File: config.mk
export PLATFORM = sky130hd
export DESIGN_NAME = spatz_spm_responder
export DESIGN_NICKNAME = d
export VERILOG_FILES = /design/src/rtl/spatz_spm_responder.sv
export SDC_FILE = /design/constraint.sdc
export NUM_CORES = 1
export LEC_CHECK = 0
export ABC_AREA = 1
export CAP_MARGIN = 5
export CORE_MARGIN = 5
export CORE_UTILIZATION = 32
export CTS_CLUSTER_SIZE = 20
export DETAILED_ROUTE_END_ITERATION = 10
export HOLD_SLACK_MARGIN = 0.15
export PLACE_DENSITY = 0.66
export SLEW_MARGIN = 20
export SYNTH_ARGS = -nofsm -noshare
export SYNTH_HDL_FRONTEND = slang
export SYNTH_SLANG_ARGS = --single-unit
File: constraint.sdc
create_clock -name clk_i -period 5.17 [get_ports clk_i]
set_clock_uncertainty 0.15 [all_clocks]
set_input_delay 0.7755 -clock clk_i [delete_from_list [all_inputs] [get_ports clk_i]]
set_output_delay 0.7755 -clock clk_i [all_outputs]
set_load 0.05 [all_outputs]
File: src/rtl/spatz_spm_responder.sv
// spatz_spm_responder
//   Target-side endpoint of the SPM request/response channel. Accepts
//   TCDM-style requests, drives one single-port SRAM bank with a fixed read
//   latency and returns exactly one in-order response per request through a
//   fall-through response FIFO. A credit counter caps outstanding requests
//   at FifoDepth, so a response always has a FIFO slot when it leaves the
//   tag pipeline, even while the consumer holds p_ready_i low.
//
//   Ports
//     clk_i, rst_ni          clock, asynchronous active-low reset
//     q_*_i / q_ready_o      request channel (addr, write, data, strb, user)
//     p_*_o / p_ready_i      response channel (data, user, error)
//     mem_*_o / mem_rdata_i  SRAM bank port; rdata valid MemLatency cycles
//                            after mem_req_o
//
//   Handshake: a beat transfers on a cycle where valid & ready are both 1.
//   Valid never depends on ready and, once raised, stays high with a stable
//   payload until it transfers. q_ready_o depends on registered state only.
module spatz_spm_responder #(
  parameter int unsigned AddrWidth    = 16,
  parameter int unsigned DataWidth    = 32,
  parameter int unsigned UserWidth    = 1,
  parameter int unsigned MemSizeBytes = 65536,
  parameter int unsigned MemLatency   = 1,
  parameter int unsigned FifoDepth    = 2,
  localparam int unsigned StrbWidth    = DataWidth / 8,
  localparam int unsigned WordOff      = $clog2(StrbWidth),
  localparam int unsigned MemAddrWidth = AddrWidth - WordOff
) (
  input  logic                    clk_i,
  input  logic                    rst_ni,
  input  logic                    q_valid_i,
  output logic                    q_ready_o,
  input  logic [AddrWidth-1:0]    q_addr_i,
  input  logic                    q_write_i,
  input  logic [DataWidth-1:0]    q_data_i,
  input  logic [StrbWidth-1:0]    q_strb_i,
  input  logic [UserWidth-1:0]    q_user_i,
  output logic                    p_valid_o,
  input  logic                    p_ready_i,
  output logic [DataWidth-1:0]    p_data_o,
  output logic [UserWidth-1:0]    p_user_o,
  output logic                    p_error_o,
  output logic                    mem_req_o,
  output logic                    mem_we_o,
  output logic [MemAddrWidth-1:0] mem_addr_o,
  output logic [StrbWidth-1:0]    mem_be_o,
  output logic [DataWidth-1:0]    mem_wdata_o,
  input  logic [DataWidth-1:0]    mem_rdata_i
);

  localparam int unsigned CntW = $clog2(FifoDepth + 1);
  localparam int unsigned PtrW = (FifoDepth > 1) ? $clog2(FifoDepth) : 1;

  typedef struct packed {
    logic                 valid;
    logic                 write;
    logic                 error;
    logic [UserWidth-1:0] user;
  } tag_t;

  typedef struct packed {
    logic                 error;
    logic [UserWidth-1:0] user;
    logic [DataWidth-1:0] data;
  } rsp_t;

  logic [CntW-1:0] cnt_q, cnt_d;    // accepted and not yet popped
  logic [CntW-1:0] fcnt_q, fcnt_d;  // entries stored in the FIFO
  logic [PtrW-1:0] wptr_q, wptr_d, rptr_q, rptr_d;
  tag_t            tag_q [MemLatency];
  rsp_t            fifo_q [FifoDepth];

  logic accept, pop, in_range, push, empty, wr_en, rd_en;
  tag_t tag_in, tag_out;
  rsp_t push_rsp, head_rsp;

  function automatic logic [PtrW-1:0] ptr_inc(input logic [PtrW-1:0] p);
    return (p == PtrW'(FifoDepth - 1)) ? '0 : p + 1'b1;
  endfunction

  // Request side
  assign q_ready_o = (cnt_q < CntW'(FifoDepth));
  assign accept    = q_valid_i & q_ready_o;
  // Widened compare so MemSizeBytes == 2**AddrWidth is handled.
  assign in_range  = (64'(q_addr_i) < 64'(MemSizeBytes));

  // Out-of-range requests are still accepted but never touch the SRAM.
  assign mem_req_o   = accept & in_range;
  assign mem_we_o    = mem_req_o & q_write_i;
  assign mem_addr_o  = mem_req_o ? q_addr_i[AddrWidth-1:WordOff] : '0;
  assign mem_be_o    = mem_req_o ? q_strb_i : '0;
  assign mem_wdata_o = mem_req_o ? q_data_i : '0;

  always_comb begin
    tag_in       = '0;
    tag_in.valid = accept;
    tag_in.write = q_write_i;
    tag_in.error = ~in_range;
    tag_in.user  = q_user_i;
  end

  // Tag pipeline exit lines up with the SRAM read data.
  assign tag_out = tag_q[MemLatency-1];
  assign push    = tag_out.valid;

  always_comb begin
    push_rsp       = '0;
    push_rsp.error = tag_out.error;
    push_rsp.user  = tag_out.user;
    push_rsp.data  = (tag_out.write || tag_out.error) ? '0 : mem_rdata_i;
  end

  // Fall-through FIFO: when empty, the entry being pushed is shown directly.
  assign empty    = (fcnt_q == '0);
  assign head_rsp = empty ? push_rsp : fifo_q[rptr_q];
  assign p_valid_o = ~empty | push;
  assign p_data_o  = p_valid_o ? head_rsp.data  : '0;
  assign p_user_o  = p_valid_o ? head_rsp.user  : '0;
  assign p_error_o = p_valid_o ? head_rsp.error : 1'b0;
  assign pop       = p_valid_o & p_ready_i;

  // A push consumed in the same cycle by an empty FIFO bypasses storage.
  assign wr_en = push & ~(empty & pop);
  assign rd_en = pop & ~empty;

  always_comb begin
    cnt_d = cnt_q;
    case ({accept, pop})
      2'b10:   cnt_d = cnt_q + 1'b1;
      2'b01:   cnt_d = cnt_q - 1'b1;
      default: cnt_d = cnt_q;
    endcase
    fcnt_d = fcnt_q + CntW'(wr_en) - CntW'(rd_en);
    wptr_d = wr_en ? ptr_inc(wptr_q) : wptr_q;
    rptr_d = rd_en ? ptr_inc(rptr_q) : rptr_q;
  end

  always_ff @(posedge clk_i or negedge rst_ni) begin
    if (!rst_ni) begin
      cnt_q  <= '0;
      fcnt_q <= '0;
      wptr_q <= '0;
      rptr_q <= '0;
      for (int i = 0; i < int'(MemLatency); i++) tag_q[i] <= '0;
    end else begin
      cnt_q  <= cnt_d;
      fcnt_q <= fcnt_d;
      wptr_q <= wptr_d;
      rptr_q <= rptr_d;
      tag_q[0] <= tag_in;
      for (int i = 1; i < int'(MemLatency); i++) tag_q[i] <= tag_q[i-1];
    end
  end

  // Storage is qualified by fcnt_q, so it needs no reset.
  always_ff @(posedge clk_i) begin
    if (wr_en) fifo_q[wptr_q] <= push_rsp;
  end

  always @(posedge clk_i) begin
    if (rst_ni) begin
      assert (MemLatency >= 1 && FifoDepth >= 1 && (DataWidth % 8) == 0);
      assert (!(push && fcnt_q == CntW'(FifoDepth)));
      assert (cnt_q <= CntW'(FifoDepth));
    end
  end

endmodule

# Word level (Yosys, flattened, before mapping)

Memory sizes are Yosys's and may differ from the RTL's.
Cells that the tools add are included.

Bits in latches: 0
ROM bits: 0
Bits in writable memories: 66
Word-level logic and storage cells: 41
Memories kept: 1
Flip-flop bits (word level): 9
Input bits: 90

Memories:

| name   | depth | width | rd ports | clocked after Yosys merged registers in | wr ports | line | text |
|---|---|---|---|---|---|---|---|
| fifo_q | 2     | 33    | 1        | 0                                       | 1        | 72   | `rsp_t fifo_q [FifoDepth];` |

$mul: 0
Order comparisons: 1
Divide/modulo/power cells: 0
Bitwise operators: 9
Equal/unequal tests: 2
Reduce and logical (&&, ||, !) cells: 2
Shift operators: 0
$add $sub $neg: 6
Muxes and demuxes: 13

Operators by type and width:

| kind                                             | count |
|---|---|
| two-way mux 32 bit                               | 3 |
| two-way mux 34 bit                               | 1 |
| two-way mux 14 bit                               | 1 |
| bitwise AND 1 bit                                | 6 |
| two-way mux 1 bit                                | 6 |
| two-way mux 4 bit                                | 1 |
| case mux 2 bit (2 select lines)                  | 1 |
| adder 1 bit, second input constant               | 2 |
| adder 2 x 1 -> 2 bit                             | 1 |
| adder 2 x 1 -> 2 bit, second input constant      | 1 |
| == test 2 x 1 -> 1 bit, second input constant    | 1 |
| == test 2 bit, second input constant             | 1 |
| zero test 2 bit                                  | 1 |
| < comparator 2 bit, second input constant        | 1 |
| NOT 1 bit                                        | 2 |
| nonzero test 2 bit                               | 1 |
| subtractor 2 x 1 -> 2 bit                        | 1 |
| subtractor 2 x 1 -> 2 bit, second input constant | 1 |
| OR 1 bit                                         | 1 |

# Depth between registers and ports, before layout

Gate-level depths: netlist of run 1.

Depth after elaboration: 9
Depth in mapped cells: 7
Depth with buffers taken out: 7

# Worst setup path after synthesis of run 1

Ideal clock, no wire load.

Kind: input to register
Start point: in p_ready_i
End point: mem fifo_q[0][0] in the netlist's numbering (enable)
Cell stages on the path: 3
Setup time: 0.423 ns
Data arrival time: 2.336 ns
Path slack: 2.261 ns
Buffers on the path: 0
Cells stage by stage: inv_1 -> o21ai_2 -> nor2_1

Word-level cells in the longest chain between the ends: 6

Ends and longest elaborated chain:

| item                                    | line | text |
|---|---|---|
| start: declaration                      | 40   | `input logic p_ready_i,` |
| bitwise AND 1 bit                       | 121  | `assign pop = p_valid_o & p_ready_i;` |
| bitwise AND 1 bit                       | 124  | `assign wr_en = push & ~(empty & pop);` |
| NOT 1 bit                               | 124  |  |
| bitwise AND 1 bit                       | 124  |  |
| two-way mux 1 bit                       | 158  | `if (wr_en) fifo_q[wptr_q] <= push_rsp;` |
| two-way mux 1 bit (implied by the code) | 158  |  |
| end: declaration                        | 72   |  |

Every way passes these cells.

# Final worst setup path of run 1

Start point: in q_valid_i
End point: out mem_wdata_o[23]

Word-level cells in the longest chain between the ends: 2

Ends and longest elaborated chain:

| item               | line | text |
|---|---|---|
| start: declaration | 32   | `input logic q_valid_i,` |
| bitwise AND 1 bit  | 84   | `assign accept = q_valid_i & q_ready_o;` |
| two-way mux 32 bit | 93   | `assign mem_wdata_o = mem_req_o ? q_data_i : '0;` |
| end: declaration   | 48   | `output logic [DataWidth-1:0] mem_wdata_o,` |

Every way passes these cells.

==> key figures, run 1 <==
Timing
  – Post-route fraction of the period consumed by the critical path: 0.781
  – Final hold violation count: 0
  – Setup ws final: 1.13 ns
  – Final period demand of the worst path: 4.04 ns
  – Achievable frequency: 0.248 GHz
  – Slew @ Worst Pin: 0.991 ns
  – Final count of pins violating max slew: 0
  – Setup repair after global routing missed its margin: false
  – Setup_tns: 0 ns
  – Relative slew slack: 0.338
  – Setup violations, final: 0

Global route
  – Global router's overall resource usage: 0.158
  – Overflow left after global routing: 0
  – Antenna violations before repair: 0
  – Global-route wire length before repair: 17700 um
  – Maximum number of pins on one net before global-route repair: 68
  – Via count of the first global-routing pass: 3589

Run
  – Maximum capacitance violations: 0

Critical path
  – Data required, critical path: 4.24 ns
  – Slowest cell on the critical path: clkdlybuf4s50_1
  – Critical path peak fanout: 30
  – Largest delay share family, worst path: buffers and inverters
  – Number of buffers and inverters on the critical path: 3
  – Internal reg-to-reg setup slack: 2.63 ns
  – Sort of element at the end of the critical path: primary output
  – Crit path cell chain: clkdlybuf4s50_1 -> nand2_1 -> buf_4 -> nor2_1 -> clkdlybuf4s50_1
  – Most common cell type on the critical path: clkdlybuf4s50_1
  – R2R Path Start: fcnt_q[1]
  – Depth of the worst register-to-register path: 4
  – Critical path start-end classification: input pin to primary output
  – Data arrival, critical path: 3.11 ns
  – CP Launch Type: input pin
  – Largest stage delay on the critical path: 0.83 ns
  – RR Endpoint: fifo_q[1][22]

Clock network
  – Insertion delay of the later-clocked pin in the worst-skew pair: 0.32 ns
  – Count of cells resized by post-cts repair: 0
  – Clock buffers created by TritonCTS: 9
  – CTS sink cnt: 75
  – Clock tree from TritonCTS: done
  – Worst-path clk slew: 0.05 ns
  – Clock tree root driver cell: clkbuf_16
  – Maximum buffer depth of the clock tree: 2
  – Post-CTS Setup Inserts: 0
  – CTS hold repair buffers: 0
  – H-tree Lvls: 3

Floorplan
  – Total number of placement rows: 39
  – Number of placed I/O pins: 178
  – Area enclosed by the die boundary: 14200 um2
  – Height of the die: 119 um
  – Width of the die: 119 um
  – Effective utilization at floorplan: 0.330
  – Placeable core region: 11600 um2

Power
  – Leakage power: 2.55 nW
  – Total chip power: 3.79 mW
  – Power density normalized to cell area: 640 nW/um2
  – VDD IR max: 0.308 mV

Cells and area
  – Share of post-route cells with drive strength above 1: 0.0433
  – Most frequent cells in the layout: 174 x clkdlybuf4s50_1, 93 x inv_1, 84 x nor2_1
  – Area growth from synthesis to layout: 55.4%
  – Number of nets at the end of the flow: 688
  – Diode insertion count for antenna repair: 0
  – Util after Layout: 0.512
  – Commonest non-fill, non-tap cell in the layout: clkdlybuf4s50_1
  – Filler cells: 1087

Detailed routing
  – Number of DRC markers in iteration 0: 182
  – 1st-pass router iterations: 4
  – Detailed-route wire length: 11200 um
  – Via count of the routed design: 3405
  – Antenna Nets Post-Route: 0
  – Average routed wire per standard cell: 15.0 um
  – Via density per instance: 4.58
  – Drt drc: 0

Worst hold path
  – Instance count along the most critical hold path: 0
  – Hold Path Sink: fifo_q[1][32]
  – Critical hold path startpoint: push_rsp[32]
  – HP Class: register to register

Synthesis
  – Number of synthesized register bits: 75
  – Syn avg cell area: 8.74 um2
  – Mapped Cells: 436
  – Synthesized area: 3810 um2
  – Portion of the post-synthesis area used by sequential elements: 0.579
  – Number of nets produced by synthesis: 528
  – Count of synthesis-stage warnings from yosys: 0
  – Netlist cell types: 25

Place
  – Dpl ws: 1.11 ns
  – Final estimated routing congestion in global placement: 0.874
  – Half-perimeter wire length after detailed placement: 7920 um
  – # port buffers: 174

Run status
  – Outcome: complete, no violations
-- flip-flops by register name (all words and copies together), names as in the netlist --
signal    cells
fifo_q       66
cnt_q         2
fcnt_q        2
push          1
push_rsp      1
rptr_q        1
tag_out       1
wptr_q        1
-- worst max-delay path by stage --
stage	slack [ns]	to	cells after the start	startpoint
after floorplan	2.26	fifo_q[0][0]	3	p_ready_i
after global placement	1.13	mem_wdata_o[23]	5	q_valid_i
after detailed placement	1.11	mem_wdata_o[23]	5	q_valid_i
after CTS	1.11	mem_addr_o[2]	5	q_valid_i
after global routing	0.97	mem_be_o[1]	5	q_valid_i
final	1.13	mem_wdata_o[23]	5	q_valid_i
-- final cells by class --
class / count / area, um2 / share of cell area
inverter: 95 / 359 / 0.0606
timing repair buffer: 176 / 1760 / 0.297
tap: 143 / 179 / 0.0302
multi-input combinational: 239 / 1100 / 0.186
sequential: 75 / 2210 / 0.373
clock inverter: 6 / 90.1 / 0.0152
clock buffer: 10 / 229 / 0.0386
-- power breakdown --
part           internal [mW]  leakage (nW)  switching [mW]
logic                  0.699          1.68            1.59
clock network          0.423         0.153           0.231
registers              0.782         0.715          0.0638
total                   1.90          2.55            1.89
-- through the flow --
step                hold WS [ns]  std cells  area [um2]
global route               0.373        744        5920
CTS                        0.362        744        5920
detailed placement         0.339        728        5610
finish                     0.355        744        5920
global placement           0.338        728        5600
floorplan                  0.312        436        3810
-- layer usage --
| layer | vias up | global-route usage | share of wire |
|---|---|---|---|
| met5 | - | 0 | 0 |
| met4 | 0 | 0.0471 | 0.011 |
| met3 | 10 | 0.0678 | 0.11 |
| met2 | 149 | 0.287 | 0.51 |
| met1 | 1556 | 0.164 | 0.37 |
| li1 | 1690 | - | - |
-- cell families after synthesis --
family | count (synthesis) | share of synthesized area
AND/OR/NAND/NOR | 164 | 0.164
buffers and inverters | 122 | 0.136
flip-flops | 75 | 0.579
AO/OA/AOI/OAI | 67 | 0.102
XOR/XNOR | 5 | 0.0115
adder cells (fa/ha/maj) | 2 | 0.00656
other | 1 | 0.000984
-- cells in the mapped netlist, drive strengths merged --
master	number	share of area
a21oi	32	0.042
a31oi	31	0.051
buf	23	0.038
clkbuf	4	0.0039
conb	1	0.00098
dfrtp	9	0.059
edfxtp	66	0.52
ha	2	0.0066
inv	95	0.094
nand2	75	0.074
nand3	2	0.0026
nor2	87	0.088
o211ai	2	0.0053
o21ai	2	0.0036
xnor2	3	0.0069
xor2	2	0.0046
(Power assumes the default switching activity.)
==> run 2, diff against run 1 <==
--- a/config.mk
+++ b/config.mk
@@ -12,7 +12,7 @@
 export CTS_CLUSTER_SIZE = 20
 export DETAILED_ROUTE_END_ITERATION = 10
 export HOLD_SLACK_MARGIN = 0.15
-export PLACE_DENSITY = 0.66
+export PLACE_DENSITY = 0.68
 export SLEW_MARGIN = 20
 export SYNTH_ARGS = -nofsm -noshare
 export SYNTH_HDL_FRONTEND = slang
==> constraint.sdc (replaced) <==
create_clock -name clk_i -period 3.6 [get_ports clk_i]
set_clock_uncertainty 0.15 [all_clocks]
set_input_delay 0.54 -clock clk_i [delete_from_list [all_inputs] [get_ports clk_i]]
set_output_delay 0.54 -clock clk_i [all_outputs]
set_load 0.05 [all_outputs]
==> key figures, run 2 (synthesis gave the netlist of run 1 again) <==
Timing
  – Setup_tns: 0 ns
  – Final count of pins violating max slew: 0
  – Final hold violation count: 0
  – Relative slew slack: 0.483
  – Setup violations, final: 0
  – Final period demand of the worst path: 2.80 ns
  – Setup repair after global routing missed its margin: false
  – Achievable frequency: 0.357 GHz
  – Post-route fraction of the period consumed by the critical path: 0.778
  – Slew @ Worst Pin: 0.776 ns

Detailed routing
  – Drt drc: 0
  – Via density per instance: 4.55
  – Via count of the routed design: 3404
  – 1st-pass router iterations: 4
  – Antenna Nets Post-Route: 0
  – Average routed wire per standard cell: 15.1 um
  – Number of DRC markers in iteration 0: 127
  – Detailed-route wire length: 11300 um

Floorplan
  – Height of the die: 119 um
  – Effective utilization at floorplan: 0.330
  – Number of placed I/O pins: 178
  – Area enclosed by the die boundary: 14200 um2
  – Width of the die: 119 um
  – Placeable core region: 11600 um2
  – Total number of placement rows: 39

Global route
  – Maximum number of pins on one net before global-route repair: 68
  – Overflow left after global routing: 0
  – Global router's overall resource usage: 0.157
  – Global-route wire length before repair: 17700 um
  – Antenna violations before repair: 0
  – Via count of the first global-routing pass: 3574

Critical path
  – Critical path peak fanout: 33
  – Data required, critical path: 2.91 ns
  – CP Launch Type: register
  – Critical path start-end classification: register to primary output
  – Data arrival, critical path: 2.11 ns
  – Slowest cell on the critical path: clkdlybuf4s50_1
  – Sort of element at the end of the critical path: primary output
  – Crit path cell chain: buf_4 -> inv_1 -> nand2_1 -> clkdlybuf4s50_1
  – Largest stage delay on the critical path: 0.86 ns

Cells and area
  – Area growth from synthesis to layout: 68.1%
  – Cell area after layout: 6410 um2
  – Commonest non-fill, non-tap cell in the layout: inv_1
  – Util after Layout: 0.554
  – Diode insertion count for antenna repair: 0
  – Post-Layout Cell Count: 748
  – Flip-flop count of the largest register, all copies and words added: 66
  – Number of nets at the end of the flow: 692
  – Regs by FF count: fifo_q: 66 flops, cnt_q: 2 flops, fcnt_q: 2 flops
  – Share of post-route cells with drive strength above 1: 0.182
  – Most frequent cells in the layout: 93 x inv_1, 89 x clkdlybuf4s50_1, 84 x nor2_1
  – Register with the most flip-flops: fifo_q

Power
  – Switching share of power: 0.489
  – Share of total power in combinational logic: 0.622
  – Clock network fraction of total power: 0.167
  – Portion of total power attributed to sequential cells: 0.211
  – Power density normalized to cell area: 872 nW/um2
  – VDD IR max: 0.377 mV
  – Leakage power: 2.87 nW
  – Total chip power: 5.59 mW
  – Cell Int Power: 2.86 mW
  – Net switching power: 2.73 mW

Place
  – Total placed instance area: 6100 um2
  – Final estimated routing congestion in global placement: 0.834
  – # port buffers: 174
  – Half-perimeter wire length after detailed placement: 8240 um
  – Post-placement cell count: 732

Clock network
  – CTS sink cnt: 75
  – Maximum buffer depth of the clock tree: 2
  – Worst-path clk slew: 0.05 ns
  – CTS hold repair buffers: 0
  – Clock tree root driver cell: clkbuf_16
  – Count of cells resized by post-cts repair: 0
  – H-tree Lvls: 3
  – Clock buffers created by TritonCTS: 9
  – Post-CTS Setup Inserts: 0
  – Insertion delay of the later-clocked pin in the worst-skew pair: 0.32 ns
  – Clock tree from TritonCTS: done

Run
  – Maximum capacitance violations: 0

Worst hold path
  – HP Class: register to register

Run status
  – Outcome: complete, no violations
==> run 2: cell count changes in the layout (fill, tap and decap cells not counted), sizes merged <==
| cell | change |
|---|---|
| clkdlybuf4s50 | -85 |
| clkinv | -2 |
| clkinvlp | -1 |
| clkbuf | +3 |
| buf | +89 |
==> run 2: final cells by class <==
cell class / count / area [um2]
multi-input cells: 239 / 1100
inverters: 95 / 359
clock buffers: 13 / 250
fillers: 976 / 5150
repair buffers: 180 / 2250
well taps: 143 / 179
clock inverters: 3 / 63.8
flip-flops and latches: 75 / 2210
==> run 2: critical path: cells and delay by family, from the launching register on <==
kind	cells	cell delay (ns)
buffers and inverters	3	1.29
flip-flops	1	0.32
AND/OR/NAND/NOR	1	0.17
==> run 2: through the flow <==
step | hold slack [ns] | setup WS (ns)
2_1_floorplan | 0.0944 | 0.927
3_3_place_gp | 0.328 | 1.02
3_5_place_dp | 0.330 | 0.976
4_1_cts | 0.346 | 0.776
5_1_grt | 0.354 | 0.672
6_report | 0.345 | 0.801
==> run 2: path summary, 6_finish.rpt <==
path,from,endpoint,slack (ns),cells after the start
max reg2reg,fcnt_q[1],fifo_q[1][29],1.37,5
min in group asynchronous,rst_ni,tag_out[2],0.38,1
max,push,p_valid_o,0.80,4
max in group asynchronous,rst_ni,rptr_q,2.62,1
min,push_rsp[32],fifo_q[1][32],0.34,0
min reg2reg,push_rsp[32],fifo_q[1][32],0.34,0
==> run 2: power groups by stage <==
stage | Combinational, mW | Clock (mW) | Sequential, mW
floorplan | 2.31 | 0 | 1.18
global placement | 3.48 | 0 | 1.19
detailed placement | 3.50 | 0 | 1.20
CTS | 3.52 | 0.956 | 1.18
global route | 3.69 | 0.995 | 1.19
finish | 3.48 | 0.936 | 1.18
==> run 2: layer usage <==
metal  part of all wire  global-route usage  routed length [um]  vias to the layer above
li1                   -                   -                   -                     1701
met1               0.37               0.164                4220                     1536
met2               0.49               0.275                5520                      150
met3               0.12              0.0768                1300                       17
met4              0.019              0.0550                 216                        0
met5                  0                   0                   0                        -
